File: src/rtl/led_pkg.sv
// Shared types and constants for the LED pattern sequencer.
package led_pkg;

  localparam int unsigned MODE_W = 2;

  typedef enum logic [MODE_W-1:0] {
    LED_OFF   = 2'd0,
    LED_SOLID = 2'd1,
    LED_BLINK = 2'd2,
    LED_CHASE = 2'd3
  } led_mode_e;

  typedef enum logic {
    S_IDLE   = 1'b0,
    S_ACTIVE = 1'b1
  } led_state_e;

endpackage

File: src/rtl/led_sequencer_if.sv
// Control/indicator bundle between upstream logic and the LED sequencer.
interface led_sequencer_if #(
  parameter int unsigned LED_NUMBER = 10
);
  import led_pkg::*;

  logic                  ready;
  logic [MODE_W-1:0]     mode;
  logic [LED_NUMBER-1:0] leds;
  logic                  busy;

  modport master (output ready, output mode, input leds, input busy);
  modport slave  (input ready, input mode, output leds, output busy);

endinterface

File: src/rtl/led_tick_gen.sv
// Pattern tick prescaler: one-cycle tick every TICK_DIV clocks, synchronous clear.
module led_tick_gen #(
  parameter int unsigned TICK_DIV = 25_000_000,
  parameter int unsigned CNT_W    = 25
) (
  input  logic clk,
  input  logic rst,
  input  logic clr,
  output logic tick
);

  localparam logic [CNT_W-1:0] CNT_MAX = CNT_W'(TICK_DIV - 1);

  logic [CNT_W-1:0] cnt_q, cnt_d;

  assign tick = (cnt_q == CNT_MAX);

  always_comb begin
    cnt_d = cnt_q + CNT_W'(1);
    if (clr || tick) begin
      cnt_d = '0;
    end
  end

  always_ff @(posedge clk or negedge rst) begin
    if (!rst) begin
      cnt_q <= '0;
    end else begin
      cnt_q <= cnt_d;
    end
  end

endmodule

File: src/rtl/led_sequencer.sv
// LED pattern sequencer: OFF/SOLID/BLINK/CHASE with bounded, retriggerable duration.
// Define LED_SEQ_BOUNCE_EN to make CHASE ping-pong instead of wrapping.
module led_sequencer
  import led_pkg::*;
#(
  parameter int unsigned LED_NUMBER     = 10,
  parameter int unsigned TICK_DIV       = 25_000_000,
  parameter int unsigned CNT_W          = 25,
  parameter int unsigned DURATION_TICKS = 8,
  parameter int unsigned DUR_W          = 8
) (
  input  logic            clk,
  input  logic            rst,
  led_sequencer_if.slave  bus
);

  localparam int unsigned LW         = LED_NUMBER;
  localparam bit          TIMEOUT_EN = (DURATION_TICKS != 0);

  led_state_e       state_q, state_d;
  led_mode_e        mode_q, mode_d;
  logic [LW-1:0]    leds_q, leds_d;
  logic             busy_q, busy_d;
  logic [DUR_W-1:0] ticks_q, ticks_d;
  logic             tick;
  logic             clr_tick;
  led_mode_e        req_mode;
  logic [LW-1:0]    init_pat;
`ifdef LED_SEQ_BOUNCE_EN
  logic             dir_q, dir_d;  // 0 = shifting left, 1 = shifting right
`endif

  assign req_mode = led_mode_e'(bus.mode);
  assign init_pat = (req_mode == LED_CHASE) ? LW'(1) : '1;

  led_tick_gen #(
    .TICK_DIV (TICK_DIV),
    .CNT_W    (CNT_W)
  ) u_tick_gen (
    .clk  (clk),
    .rst  (rst),
    .clr  (clr_tick),
    .tick (tick)
  );

  // Next-state, pattern and duration logic; ready has priority over tick/timeout.
  always_comb begin
    state_d  = state_q;
    mode_d   = mode_q;
    leds_d   = leds_q;
    ticks_d  = ticks_q;
    clr_tick = 1'b0;
`ifdef LED_SEQ_BOUNCE_EN
    dir_d    = dir_q;
`endif
    case (state_q)
      S_IDLE: begin
        leds_d   = '0;
        ticks_d  = '0;
        clr_tick = 1'b1;
`ifdef LED_SEQ_BOUNCE_EN
        dir_d    = 1'b0;
`endif
        if (bus.ready && req_mode != LED_OFF) begin
          state_d = S_ACTIVE;
          mode_d  = req_mode;
          leds_d  = init_pat;
        end
      end
      S_ACTIVE: begin
        if (bus.ready) begin
          clr_tick = 1'b1;
          ticks_d  = '0;
`ifdef LED_SEQ_BOUNCE_EN
          dir_d    = 1'b0;
`endif
          if (req_mode == LED_OFF) begin
            state_d = S_IDLE;
            leds_d  = '0;
          end else begin
            mode_d = req_mode;
            leds_d = init_pat;
          end
        end else if (tick) begin
          ticks_d = ticks_q + DUR_W'(1);
          if (TIMEOUT_EN && ticks_d == DUR_W'(DURATION_TICKS)) begin
            state_d = S_IDLE;
            leds_d  = '0;
            ticks_d = '0;
          end else begin
            case (mode_q)
              LED_BLINK: leds_d = ~leds_q;
              LED_CHASE: begin
`ifdef LED_SEQ_BOUNCE_EN
                if (!dir_q) begin
                  if (leds_q[LW-1]) begin
                    dir_d  = 1'b1;
                    leds_d = leds_q >> 1;
                  end else begin
                    leds_d = leds_q << 1;
                  end
                end else begin
                  if (leds_q[0]) begin
                    dir_d  = 1'b0;
                    leds_d = leds_q << 1;
                  end else begin
                    leds_d = leds_q >> 1;
                  end
                end
`else
                leds_d = {leds_q[LW-2:0], leds_q[LW-1]};
`endif
              end
              default: leds_d = leds_q;
            endcase
          end
        end
      end
      default: begin
        state_d = S_IDLE;
        leds_d  = '0;
      end
    endcase
    busy_d = (state_d == S_ACTIVE);
  end

  always_ff @(posedge clk or negedge rst) begin
    if (!rst) begin
      state_q <= S_IDLE;
      mode_q  <= LED_OFF;
      leds_q  <= '0;
      busy_q  <= 1'b0;
      ticks_q <= '0;
`ifdef LED_SEQ_BOUNCE_EN
      dir_q   <= 1'b0;
`endif
    end else begin
      state_q <= state_d;
      mode_q  <= mode_d;
      leds_q  <= leds_d;
      busy_q  <= busy_d;
      ticks_q <= ticks_d;
`ifdef LED_SEQ_BOUNCE_EN
      dir_q   <= dir_d;
`endif
    end
  end

  assign bus.leds = leds_q;
  assign bus.busy = busy_q;

endmodule

File: src/flat_wrapper.sv
// flat-port wrapper written by rule: the top's interface ports become plain ports
module led_sequencer_flat import led_pkg::*;
#(
  parameter int unsigned LED_NUMBER     = 10,
  parameter int unsigned TICK_DIV       = 25_000_000,
  parameter int unsigned CNT_W          = 25,
  parameter int unsigned DURATION_TICKS = 8,
  parameter int unsigned DUR_W          = 8
)
  (clk, rst, bus_ready, bus_mode, bus_leds, bus_busy);
  led_sequencer_if #(.LED_NUMBER(LED_NUMBER)) bus_i ();
  input  logic clk;
  input  logic rst;
  input wire logic [$bits(bus_i.ready)-1:0] bus_ready;
  input wire logic [$bits(bus_i.mode)-1:0] bus_mode;
  output wire logic [$bits(bus_i.leds)-1:0] bus_leds;
  output wire logic [$bits(bus_i.busy)-1:0] bus_busy;
  assign bus_i.ready = bus_ready;
  assign bus_i.mode = bus_mode;
  assign bus_leds = bus_i.leds;
  assign bus_busy = bus_i.busy;
  led_sequencer #(.LED_NUMBER(LED_NUMBER), .TICK_DIV(TICK_DIV), .CNT_W(CNT_W), .DURATION_TICKS(DURATION_TICKS), .DUR_W(DUR_W)) u_core (.clk(clk), .rst(rst), .bus(bus_i));
endmodule
File: config.mk
export PLATFORM = sky130hd
export DESIGN_NAME = led_sequencer_flat
export DESIGN_NICKNAME = d
export VERILOG_FILES = /design/src/rtl/led_pkg.sv /design/src/rtl/led_sequencer_if.sv /design/src/rtl/led_tick_gen.sv /design/src/rtl/led_sequencer.sv /design/src/flat_wrapper.sv
export SDC_FILE = /design/constraint.sdc
export NUM_CORES = 1
export LEC_CHECK = 0
export CAP_MARGIN = 0
export CORE_MARGIN = 10
export CORE_UTILIZATION = 51
export CTS_CLUSTER_SIZE = 14
export DETAILED_ROUTE_END_ITERATION = 12
export PLACE_DENSITY = 0.81
export SYNTH_ARGS = -nofsm -noshare
export SYNTH_HDL_FRONTEND = slang
export SYNTH_SLANG_ARGS = --single-unit
File: constraint.sdc
create_clock -name clk -period 5.3 [get_ports clk]
set_clock_uncertainty 0.15 [all_clocks]
set_input_delay 1.59 -clock clk [delete_from_list [all_inputs] [get_ports clk]]
set_output_delay 1.59 -clock clk [all_outputs]
set_load 0.05 [all_outputs]
==> flow_summary_export.csv <==
group,metric,value,unit
status,status,"finished clean",
floorplan,initial_core_util,52.2,%
logic_synthesis,synth_xor_area_share,10.4,%
detailed_routing,wirelength,4600,um
floorplan,fp.dieH,89.3,um
logic_synthesis,synthAdderAreaFrac,2.55,%
critical_path,setup.worst_path.class,"in -> reg",
logic_synthesis,ys_types,46,
logic_synthesis,yosys.area.top_type,"dfrtp_1",
critical_path,cp.arrival,3.35,ns
logic_synthesis,ys_seq_area_share,47.0,%
clocking,cts_root_buf,"clkbuf_8",
clocking,clock_latency,0.30,ns
sta,rsz0062_at_grt,"no",
global_route,antenna_found_initial,0,
place,hpwl,3110,um
global_route,grt_max_degree,47,
run,cap_violations,0,
critical_path,r2r_start,"u_core.u_tick_gen.cnt_q[15]",
logic_synthesis,netlist_area,0.00245,mm^2
logic_synthesis,synth_area_per_cell,9.88,um^2
clocking,cts_made_buffers,5,
clocking,cts_resized,0,
critical_path,crit_path_end,"u_core.bus.leds[8]",
critical_path,reg2regPathDepth,6,
floorplan,core_area,0.00469,mm^2
sta,max_freq,0.302,GHz
floorplan,ios,16,
power,leakage,0.00110,uW
sta,slew_headroom,33.6,%
sta,final-max-slew-violation-count,0,
logic_synthesis,synthArstFlopShare,100,%
critical_path,worstPathMaxFanout,9,
place,dp.cells,306,
final_layout,antennaDiodeCount,0,
logic_synthesis,synth_compound_area_share,11.0,%
logic_synthesis,synth_most_common_cell,"dfrtp_1",
global_route,grt_pass1_vias,1718,
critical_path,end_kind,"flip-flop",
final_layout,drive_above_1_share,7.69,%
global_route,grt-ovfl-total,0,
clocking,cts_sinks,46,
sta,setup_tns,0,ns
logic_synthesis,synth_top_area_share,47.0,%
floorplan,fp-row-count,25,
critical_path,reg2reg_slack,2.74,ns
logic_synthesis,yosys_most_used_dff,"dfrtp_1",
critical_path,cp.required,5.34,ns
floorplan,die_area,0.00798,mm^2
power,ir_worst_vdd,0.000148,V
sta,finalHoldViolations,0,
logic_synthesis,syn_nets,258,
sta,period_needed,3.31,ns
clocking,clk_path_buf_depth,2,
power,power_density,281,mW/mm^2
logic_synthesis,yosysWarnings,0,
logic_synthesis,synth_top_family_by_area,"simple AND/OR/NAND/NOR gates",
detailed_routing,drt_drc_violations_left,0,
logic_synthesis,synthSimpleGateAreaFrac,25.9,%
critical_path,timing.rr.end,"u_core.bus.leds[8]",
clocking,clk_pin_slew,0.08,ns
clocking,cts_hold_buffers,0,
global_route,grt_use_total,12.6,%
logic_synthesis,synthTopCellsByArea,"dfrtp_1, xor2_1, nor2_1",
clocking,htree_levels,2,
global_route,grt_pass1_wl,8050,um
final_layout,nets,269,
logic_synthesis,syn_inst,248,
logic_synthesis,synthTopCellsByCount,"dfrtp_1, nor2_1, nand2_1",
sta,final-setup-viol-count,0,
sta,tightest_slew,0.996,ns
detailed_routing,via_per_inst,5.69,
place,port-buffer-count,15,
final_layout,final_util,57.9,%
final_layout,area_delta_synth_final,10.9,%
detailed_routing,via_count,1786,
detailed_routing,wire_per_inst,14.6,um
floorplan,die_w,89.3,um
critical_path,cp-startpoint,"bus_mode[0]",
logic_synthesis,synth.area.mux_share,0.459,%
worst_hold_path,hold_path_class,"reg -> reg",
clocking,cts_tree,"done",
logic_synthesis,synth_enable_flop_cells,0,
sta,fin_crit_sh,62.4,%
logic_synthesis,ys_seq_elements,46,
detailed_routing,drtAntennaViolNets,0,
clocking,cts_setup_buffers,0,
critical_path,critPathLaunchType,"input pin",
place,place_congestion,0.791,
final_layout,stdcell_count,314,
detailed_routing,drtIter0Drc,99,
detailed_routing,first_pass_iters,4,
## report_power, final
part / switching, uW / total, uW / leakage [uW] / internal, uW
combinational: 81.4 / 124 / 0.000430 / 42.7
sequential: 19.6 / 385 / 0.000621 / 365
clock: 114 / 255 / 0.0000524 / 141
total: 215 / 764 / 0.00110 / 549
## worst min-delay path by stage
| stage | endpoint | start | cells after the start |
|---|---|---|---|
| floorplan | u_core.u_tick_gen.cnt_q[0] | u_core.u_tick_gen.cnt_q[0] | 1 |
| global placement | u_core.u_tick_gen.cnt_q[0] | u_core.u_tick_gen.cnt_q[0] | 1 |
| detailed placement | u_core.u_tick_gen.cnt_q[0] | u_core.u_tick_gen.cnt_q[0] | 1 |
| CTS | u_core.u_tick_gen.cnt_q[0] | u_core.u_tick_gen.cnt_q[0] | 1 |
| global route | u_core.u_tick_gen.cnt_q[0] | u_core.u_tick_gen.cnt_q[0] | 1 |
| finish | u_core.u_tick_gen.cnt_q[0] | u_core.u_tick_gen.cnt_q[0] | 1 |
## registers in the layout, indices dropped and copies added, names as in the netlist
name,count
u_core.mode_q,2
u_core.state_q,1
u_core.ticks_q,8
u_core.bus.leds,10
u_core.u_tick_gen.cnt_q,25
## layer usage
metal / global-route usage, % / routed length, um / vias up
met5: 0 / 0 / -
met4: 5.64 / 70 / 0
met3: 3.46 / 222 / 5
met2: 19.1 / 2010 / 34
met1: 16.4 / 2290 / 855
li1: - / - / 892
## layout by cell type (no fill, tap or decap), drive strengths merged, types with 2 or more instances in the layout
cell type	n
and2	2
a21o	2
nor4	2
nor2	32
o221a	9
nand2	28
and4	4
inv	4
and3	6
or3	3
clkbuf	7
nor3	3
xor2	23
a31oi	2
dfrtp	46
nor2b	2
xnor2	6
o21ai	12
nand4	7
nor4b	4
nand2b	3
o31ai	3
ha	5
a21oi	4
nand3	16
clkdlybuf4s50	14
## kinds of logic (layout without fill, tap and decap cells)
| logic type | Yosys count | count (layout) |
|---|---|---|
| DFF | 46 | 46 |
| AOI/OAI and AO/OA | 36 | 36 |
| and+or+nand+nor | 116 | 116 |
| muxes | 1 | 1 |
| buffers and inverters | 15 | 27 |
| xor gates and xnor gates | 29 | 29 |
| adders and majority gates | 5 | 5 |
## final cells by class
cell class	instances	area, um^2
Timing Repair Buffer	15	145
Sequential cell	46	1150
Fill cell	388	1970
Inverter	4	15.0
Multi-Input combinational cell	187	1230
Clock buffer	7	76.3
Tap cell	54	67.6
Clock inverter	1	30.0
## through the flow
stage | hold WS [ns] | area [um^2] | total power, uW | setup WS (ns)
final | 0.352 | 2720 | 764 | 1.99
after global placement | 0.326 | 2610 | 515 | 1.76
after floorplan | 0.305 | 2450 | 471 | 2.37
after global routing | 0.410 | 2720 | 796 | 1.87
after CTS | 0.354 | 2720 | 776 | 1.99
after detailed placement | 0.341 | 2610 | 517 | 1.68
## worst max-delay path, stage by stage
cell,delay [ns]
clkdlybuf4s50_1,0.49
inv_1,0.07
ha_1,0.28
nand2_1,0.07
o31ai_1,0.07
nand2_1,0.10
nand3_1,0.29
o221a_2,0.39
Power figures use the tool's default switching activity.
